### config.mk
export PLATFORM = sky130hd
export DESIGN_NAME = vga_timing_gen
export DESIGN_NICKNAME = d
export VERILOG_FILES = /design/src/rtl/vga_timing_gen.sv
export SDC_FILE = /design/constraint.sdc
export NUM_CORES = 1
export LEC_CHECK = 0
export BUFFER_PORTS_ARGS = -buffer_cell sky130_fd_sc_hd__buf_2
export CAP_MARGIN = 10
export CELL_PAD_IN_SITES_DETAIL_PLACEMENT = 1
export CELL_PAD_IN_SITES_GLOBAL_PLACEMENT = 2
export CORE_MARGIN = 2
export CORE_UTILIZATION = 31
export CTS_CLUSTER_DIAMETER = 200
export CTS_CLUSTER_SIZE = 16
export DETAILED_ROUTE_END_ITERATION = 8
export PLACE_DENSITY_LB_ADDON = 0.1
export SLEW_MARGIN = 20
export SYNTH_ARGS = -nofsm -noshare
export SYNTH_HDL_FRONTEND = slang
export SYNTH_SLANG_ARGS = --single-unit
### constraint.sdc
create_clock -name vga_clk -period 2.5 [get_ports vga_clk]
set_input_delay 0 -clock vga_clk [delete_from_list [all_inputs] [get_ports vga_clk]]
set_output_delay 0 -clock vga_clk [all_outputs]
set_load 0.03 [all_outputs]
### src/rtl/vga_timing_gen.sv
// 640x480@60 raster timing: registered pixel counters, sync/blank qualifiers,
// a frame-start pulse and sync copies delayed to match the colour pipeline.
module vga_timing_gen #(
    parameter int H_VISIBLE  = 640,
    parameter int H_FRONT    = 16,
    parameter int H_SYNC     = 96,
    parameter int H_BACK     = 48,
    parameter int V_VISIBLE  = 480,
    parameter int V_FRONT    = 10,
    parameter int V_SYNC     = 2,
    parameter int V_BACK     = 33,
    parameter int PIPE_DELAY = 2
) (
    input  logic       vga_clk,
    input  logic       reset_n,
    output logic [9:0] DrawX,
    output logic [9:0] DrawY,
    output logic       blank,
    output logic       hs,
    output logic       vs,
    output logic       frame_start,
    output logic       hs_d,
    output logic       vs_d,
    output logic       blank_d
);

    localparam int H_TOTAL = H_VISIBLE + H_FRONT + H_SYNC + H_BACK;
    localparam int V_TOTAL = V_VISIBLE + V_FRONT + V_SYNC + V_BACK;

    localparam logic [9:0] H_MAX        = 10'(H_TOTAL - 1);
    localparam logic [9:0] V_MAX        = 10'(V_TOTAL - 1);
    localparam logic [9:0] H_ACTIVE     = 10'(H_VISIBLE);
    localparam logic [9:0] V_ACTIVE     = 10'(V_VISIBLE);
    localparam logic [9:0] H_SYNC_FIRST = 10'(H_VISIBLE + H_FRONT);
    localparam logic [9:0] H_SYNC_LAST  = 10'(H_VISIBLE + H_FRONT + H_SYNC - 1);
    localparam logic [9:0] V_SYNC_FIRST = 10'(V_VISIBLE + V_FRONT);
    localparam logic [9:0] V_SYNC_LAST  = 10'(V_VISIBLE + V_FRONT + V_SYNC - 1);

    logic       h_wrap;
    logic       v_wrap;
    logic [9:0] hc_nxt;
    logic [9:0] vc_nxt;

    always_comb begin
        h_wrap = (DrawX == H_MAX);
        v_wrap = (DrawY == V_MAX);
        hc_nxt = h_wrap ? 10'd0 : DrawX + 10'd1;
        vc_nxt = DrawY;
        if (h_wrap) begin
            vc_nxt = v_wrap ? 10'd0 : DrawY + 10'd1;
        end
    end

    // Qualifiers are decoded from the next counter values so that, once
    // registered, they describe the DrawX/DrawY presented in the same cycle.
    always_ff @(posedge vga_clk or negedge reset_n) begin
        if (!reset_n) begin
            DrawX       <= 10'd0;
            DrawY       <= 10'd0;
            hs          <= 1'b1;
            vs          <= 1'b1;
            blank       <= 1'b1;
            frame_start <= 1'b0;
        end else begin
            DrawX       <= hc_nxt;
            DrawY       <= vc_nxt;
            hs          <= !((hc_nxt >= H_SYNC_FIRST) && (hc_nxt <= H_SYNC_LAST));
            vs          <= !((vc_nxt >= V_SYNC_FIRST) && (vc_nxt <= V_SYNC_LAST));
            blank       <= (hc_nxt < H_ACTIVE) && (vc_nxt < V_ACTIVE);
            frame_start <= h_wrap && v_wrap;
        end
    end

    generate
        if (PIPE_DELAY == 0) begin : g_no_delay
            assign hs_d    = hs;
            assign vs_d    = vs;
            assign blank_d = blank;
        end else begin : g_delay
            logic [PIPE_DELAY-1:0] hs_pipe;
            logic [PIPE_DELAY-1:0] vs_pipe;
            logic [PIPE_DELAY-1:0] blank_pipe;

            // Stages reset to the idle level so the DAC sees no sync pulse
            // or active video while the pipe refills after reset.
            always_ff @(posedge vga_clk or negedge reset_n) begin
                if (!reset_n) begin
                    hs_pipe    <= '1;
                    vs_pipe    <= '1;
                    blank_pipe <= '0;
                end else begin
                    hs_pipe[0]    <= hs;
                    vs_pipe[0]    <= vs;
                    blank_pipe[0] <= blank;
                    for (int i = 1; i < PIPE_DELAY; i++) begin
                        hs_pipe[i]    <= hs_pipe[i-1];
                        vs_pipe[i]    <= vs_pipe[i-1];
                        blank_pipe[i] <= blank_pipe[i-1];
                    end
                end
            end

            assign hs_d    = hs_pipe[PIPE_DELAY-1];
            assign vs_d    = vs_pipe[PIPE_DELAY-1];
            assign blank_d = blank_pipe[PIPE_DELAY-1];
        end
    endgenerate

endmodule

==> results of run 1 <==
## through the flow
step           instance area, µm²  utilization, %  setup WS (ns)  power [mW]  hold slack, ns
6_report                     1960            41.3          0.120       0.978           0.293
5_1_grt                      1960            41.3        0.00348        1.02           0.363
4_1_cts                      1950            41.1         0.0250       0.999           0.314
3_5_place_dp                 1830            38.6         0.0493       0.505          0.0873
3_3_place_gp                 1830            38.6          0.129       0.505          0.0777
2_1_floorplan                1540               -         0.0246       0.495          -0.296
## timing repair
action | CTS | global route
hold buffers | 1 | 0
setup endpoints to repair | 0 | 1
resized for setup | 0 | 2
endpoints found under the hold margin | 23 | 0
setup buffers | 0 | 0
## power by group through the flow
stage                     registers [mW]   logic [mW]  clock network [mW]
after floorplan                    0.495  0.000000251                   0
after global placement             0.495       0.0106                   0
after detailed placement           0.495       0.0109                   0
after CTS                          0.486       0.0121               0.501
after global routing               0.485       0.0134               0.522
final                              0.486       0.0111               0.481
## cell type report
| cell class | count | share of cell area, % |
|---|---|---|
| Clock buffer | 5 | 3.50 |
| Clock inverter | 3 | 2.04 |
| Inverter | 13 | 2.48 |
| Multi-Input combinational cell | 102 | 37.1 |
| Sequential cell | 30 | 38.8 |
| Tap cell | 67 | 4.27 |
| Timing Repair Buffer | 40 | 11.8 |
## state kept, by name (all words and copies together) (netlist names)
register,count
hs,1
frame_start,1
g_delay.vs_pipe,2
DrawX,10
vs,1
g_delay.blank_pipe,2
DrawY,10
g_delay.hs_pipe,2
blank,1
## final timing paths
path                       cells after the start  slack [ns]             startpoint                    end
max                                            6        0.12               DrawX[0]                     vs
min                                            2        0.29                reset_n               DrawY[4]
max reg2reg                                    6        0.12               DrawX[0]                     vs
min reg2reg                                    0        0.36  g_delay.blank_pipe[0]  g_delay.blank_pipe[1]
max in group asynchronous                      2        1.72                reset_n               DrawX[0]
min in group vga_clk                           0        0.36  g_delay.blank_pipe[0]  g_delay.blank_pipe[1]
## worst reg2reg max path, cell delays in order (launching register included)
cell     delay, ns
dfrtp_2       0.43
ha_4          0.17
and4_4        0.27
nand3_4       0.10
or4b_1        0.55
a211o_1       0.31
or4_1         0.47
## cell families (layout without fill, tap and decap cells)
| logic type | count (synthesis) | after routing | share of synthesized area [%] |
|---|---|---|---|
| AND/OR/NAND/NOR | 61 | 61 | 25.1 |
| flip-flops | 30 | 30 | 49.3 |
| AO/OA/AOI/OAI | 27 | 27 | 12.3 |
| buffers and inverters | 17 | 61 | 4.30 |
| XOR/XNOR | 9 | 9 | 5.11 |
| adder cells (fa/ha/maj) | 4 | 4 | 3.25 |
| multiplexers | 1 | 1 | 0.730 |
## per-layer routing
layer	up-vias	wire, µm	GRT usage [%]
met3	10	123	3.79
met5	-	0	0
met2	26	1970	25.7
li1	625	-	-
met4	0	97	8.53
met1	637	1880	22.3
## placed cells by master (no fill, tap or decap), types with 3 or more instances in the layout
master    count
buf_2        28
dfrtp_1      21
nand2_1      15
inv_1        13
buf_4        11
nor2_1       10
nand3_1       7
xnor2_1       7
o21ai_0       7
dfstp_2       7
nor4_1        5
clkbuf_8      5
nor3_1        4
a31oi_1       3
ha_1          3
==> flow_summary.json, run 1 <==
{
  "grt_max_degree": 31,
  "clock_skew_ns": 0.00652,
  "cts_tree": "built",
  "postSynthAreaPerCell_um2": 10.3,
  "cts_sinks": 30,
  "core_mm2": 0.00475,
  "critPathMaxFanout": 6,
  "vias": 1298,
  "rsz0062_at_grt": "false",
  "cts_buffer_depth": 2,
  "worstPathCellList": "ha_4 > and4_4 > nand3_4 > or4b_1 > a211o_1 > or4_1",
  "syn_nets": 155,
  "min_path_type": "in2async",
  "syn_area_mm2": 0.00154,
  "synth-main-ff-cell": "dfrtp_1",
  "synth-async-reset-ratio_pct": 100,
  "switchingPower_uw": 198,
  "period_share_pct": 95.2,
  "die_x_um": 74.5,
  "slew_headroom_pct": 53.9,
  "top_level_ports": 29,
  "htree_levels": 2,
  "fillCellCount": 581,
  "ys_top_cells_by_count": "dfrtp_1, nand2_1, inv_1",
  "leakage_nw": 0.853,
  "fp-row-count": 25,
  "insertion_delay_ns": 0.28,
  "worstPathRequired_ns": 2.69,
  "grt_usage_pct": 16.8,
  "yosys-top-cells-area": "dfrtp_1, dfstp_2, xnor2_1",
  "start_util_pct": 32.4,
  "crit_family": "simple AND/OR/NAND/NOR gates",
  "crit_path_start_kind": "flip-flop",
  "nets": 198,
  "hold_viol_final": 0,
  "multi_input_area_um2": 728,
  "cts_made_buffers": 5,
  "dpl.cell_count": 251,
  "postRouteAntennaNets": 0,
  "p_int_uw": 780,
  "drt_iter0_drc": 53,
  "finalMaxSlewViolations": 0,
  "fmax_mhz": 420,
  "synthMostInstantiatedCell": "dfrtp_1",
  "netlist_instances": 149,
  "combPwrFrac_pct": 1.1,
  "clkTransAtPathRegs_ns": 0.07,
  "layout.area.seq_um2": 762,
  "firstDrtPassIters": 4,
  "synth_top_cell_by_area": "dfrtp_1",
  "io_buffers": 28,
  "worst_setup_path_end_kind": "flip-flop",
  "cap_violations": 0,
  "pwr-share-seq_pct": 49.7,
  "critPathBufInv": 0,
  "synth_seq_area_share_pct": 49.3,
  "viasPerCell": 4.99,
  "synth_warnings": 0,
  "wl_mm": 4.07,
  "grt_pass1_vias": 1341,
  "worstMarginPinSlew_ns": 0.692,
  "critPathSlowestCell": "or4b_1",
  "wl_per_cell_um": 15.7,
  "crit_arrival_ns": 2.58,
  "crit_path_max_incr_delay_ns": 0.55,
  "synth_top_area_share_pct": 37.3,
  "overflow": 0,
  "synth_cell_types": 45,
  "synth_edf_count": 0,
  "drive_gt1_share_pct": 35.2,
  "outcome": "finished clean",
  "finalSetupViolations": 0,
  "period_needed_ns": 2.38,
  "ys_ff_latch": 30,
  "place.gp.congestion": 0.849,
  "peakVddDrop_mv": 0.213,
  "layout-area-overhead-vs-synth_pct": 27.4,
  "fp.dieH_um": 74.5,
  "dieArea_mm2": 0.00555,
  "power_density_mw_per_mm2": 498,
  "antenna_found_initial": 0,
  "dp_hpwl_mm": 3.02,
  "diodes": 0,
  "cts_root_buffer": "clkbuf_8",
  "stdcell_count": 260,
  "tns_ns": 0,
  "grt_first_pass_wirelength_mm": 6.87,
  "p_clk_share_pct": 49.2,
  "crit_type": "reg2reg",
  "drc": 0,
  "p_sw_share_pct": 20.2
}
Note: power is estimated with default switching activity, not from simulation.
==> run 2: changes to the inputs <==
--- a/config.mk
+++ b/config.mk
@@ -9,7 +9,7 @@
 export CAP_MARGIN = 10
 export CELL_PAD_IN_SITES_DETAIL_PLACEMENT = 1
 export CELL_PAD_IN_SITES_GLOBAL_PLACEMENT = 2
-export CORE_MARGIN = 2
+export CORE_MARGIN = 3
 export CORE_UTILIZATION = 31
 export CTS_CLUSTER_DIAMETER = 200
 export CTS_CLUSTER_SIZE = 16
==> run 2 against run 1 <==
  * Sequential power about the same
  * Global-route usage down 0.62 points
  * Worst setup slack better by 0.0082 ns
  * Sequential cell count unchanged
  * Die area up 5.4%
  * Sequential share of layout area unchanged
  * Maximum frequency up 0.35%
  * Register-to-register slack about the same
  * Utilization unchanged
  * Hold slack better by 0.020 ns
  * Cell count unchanged
  * Combinational power about the same
  * Critical path type unchanged
  * Critical endpoint unchanged
==> flow_summary.json, run 2 (synthesized netlist as in run 1, its figures left out) <==
{
  "outcome": "finished clean",
  "crit_family": "simple AND/OR/NAND/NOR gates",
  "viasPerCell": 5.02,
  "clock_skew_ns": 0.00297,
  "cts_setup_buffers": 0,
  "postPlaceCellArea_mm2": 0.00183,
  "cap_violations": 0,
  "critPathSlowestCell": "or4b_1",
  "drt_iter0_drc": 37,
  "period_share_pct": 94.9,
  "firstDrtPassIters": 4,
  "top_level_ports": 29,
  "die_x_um": 76.5,
  "finalSetupViolations": 0,
  "rsz0062_at_grt": "false",
  "grt_max_degree": 31,
  "min_path_type": "in2async",
  "crit_type": "reg2reg",
  "io_buffers": 28,
  "nets": 198,
  "wl_mm": 4.16,
  "fmax_mhz": 422,
  "timing.rr.end": "vs",
  "grt_first_pass_wirelength_mm": 7.52,
  "utilization_pct": 41.3,
  "worstPathRequired_ns": 2.69,
  "start_util_pct": 32.4,
  "crit_arrival_ns": 2.56,
  "worst_setup_path_end_kind": "flip-flop",
  "rr_startpoint": "DrawX[0]",
  "r2r_cells": 6,
  "fp-row-count": 25,
  "slew_headroom_pct": 52.9,
  "wl_per_cell_um": 16.0,
  "insertion_delay_ns": 0.28,
  "final.setup.worst_slack_ns": 0.128,
  "pre_cts_ws_ns": 0.0601,
  "tns_ns": 0,
  "dieArea_mm2": 0.00585,
  "postRouteAntennaNets": 0,
  "layout.area.seq_um2": 762,
  "final_common_cell": "buf_2",
  "worstPathCellList": "ha_4 > and4_4 > nand3_4 > or4b_1 > a211o_1 > or4_1",
  "cts_buffer_depth": 2,
  "crit_path_start_kind": "flip-flop",
  "cts_tree": "built",
  "finalInstanceArea_mm2": 0.00196,
  "crit_path_max_incr_delay_ns": 0.54,
  "layout-area-overhead-vs-synth_pct": 27.4,
  "worstMarginPinSlew_ns": 0.707,
  "place.gp.congestion": 0.831,
  "hold_viol_final": 0,
  "period_needed_ns": 2.37,
  "power_density_mw_per_mm2": 498,
  "vias": 1306,
  "antenna_found_initial": 0,
  "leakage_nw": 0.853,
  "finalMaxSlewViolations": 0,
  "fp.dieH_um": 76.5,
  "drc": 0,
  "cts_made_buffers": 5,
  "grt_usage_pct": 16.2,
  "clkTransAtPathRegs_ns": 0.07,
  "dp_hpwl_mm": 3.10,
  "largestRegisters": "DrawX x10, DrawY x10",
  "finalHoldWorstSlack_ns": 0.314,
  "htree_levels": 2,
  "critPathMaxFanout": 6,
  "multi_input_area_um2": 728,
  "overflow": 0,
  "diodes": 0,
  "peakVddDrop_mv": 0.279,
  "core_mm2": 0.00475,
  "cts_sinks": 30,
  "critPathBufInv": 0,
  "grt_pass1_vias": 1459,
  "mostFrequentLayoutCells": "buf_2, dfrtp_1, nand2_1",
  "drive_gt1_share_pct": 35.2,
  "cts_root_buffer": "clkbuf_8",
  "fillCellCount": 570,
  "reg2reg_slack_ns": 0.13
}
-- run 2: metrics by stage --
step | cells | power (mW)
3_5_place_dp | 251 | 0.506
6_report | 260 | 0.977
3_3_place_gp | 251 | 0.505
5_1_grt | 260 | 1.02
2_1_floorplan | 149 | 0.495
4_1_cts | 260 | 0.990
-- run 2: worst max-delay path by stage --
stage / start / end / slack, ns / depth (start not counted)
final: DrawX[0] / vs / 0.13 / 6
after global routing: DrawX[0] / vs / 0.005 / 6
after CTS: DrawX[0] / vs / 0.05 / 6
after detailed placement: DrawX[0] / vs / 0.06 / 6
after global placement: DrawX[0] / vs / 0.14 / 6
after floorplan: DrawY[0] / vs / 0.02 / 7
-- run 2: metal layers --
layer	GRT usage [%]	vias up	part of all wire [%]
met2	26.4	29	49
met4	6.52	0	2.8
li1	-	620	-
met3	4.02	12	3.7
met1	20.5	645	45
met5	0	-	0
-- run 2: layout make-up --
cell class / instances / area share, %
repair buffers: 40 / 11.8
clock buffers: 5 / 3.50
clock inverters: 3 / 2.04
inverters: 13 / 2.48
well taps: 67 / 4.27
multi-input cells: 102 / 37.1
flip-flops and latches: 30 / 38.8
-- run 2: what timing repair did --
item | in CTS | in global routing
endpoints found under the hold margin | 23 | 0
resized for setup | 0 | 2
setup endpoints to repair | 0 | 1
hold buffers | 1 | 0
-- run 2: power breakdown --
part	switching, mW	internal [mW]
Clock	0.187	0.293
Sequential	0	0.486
Combinational	0.00978	0.00157
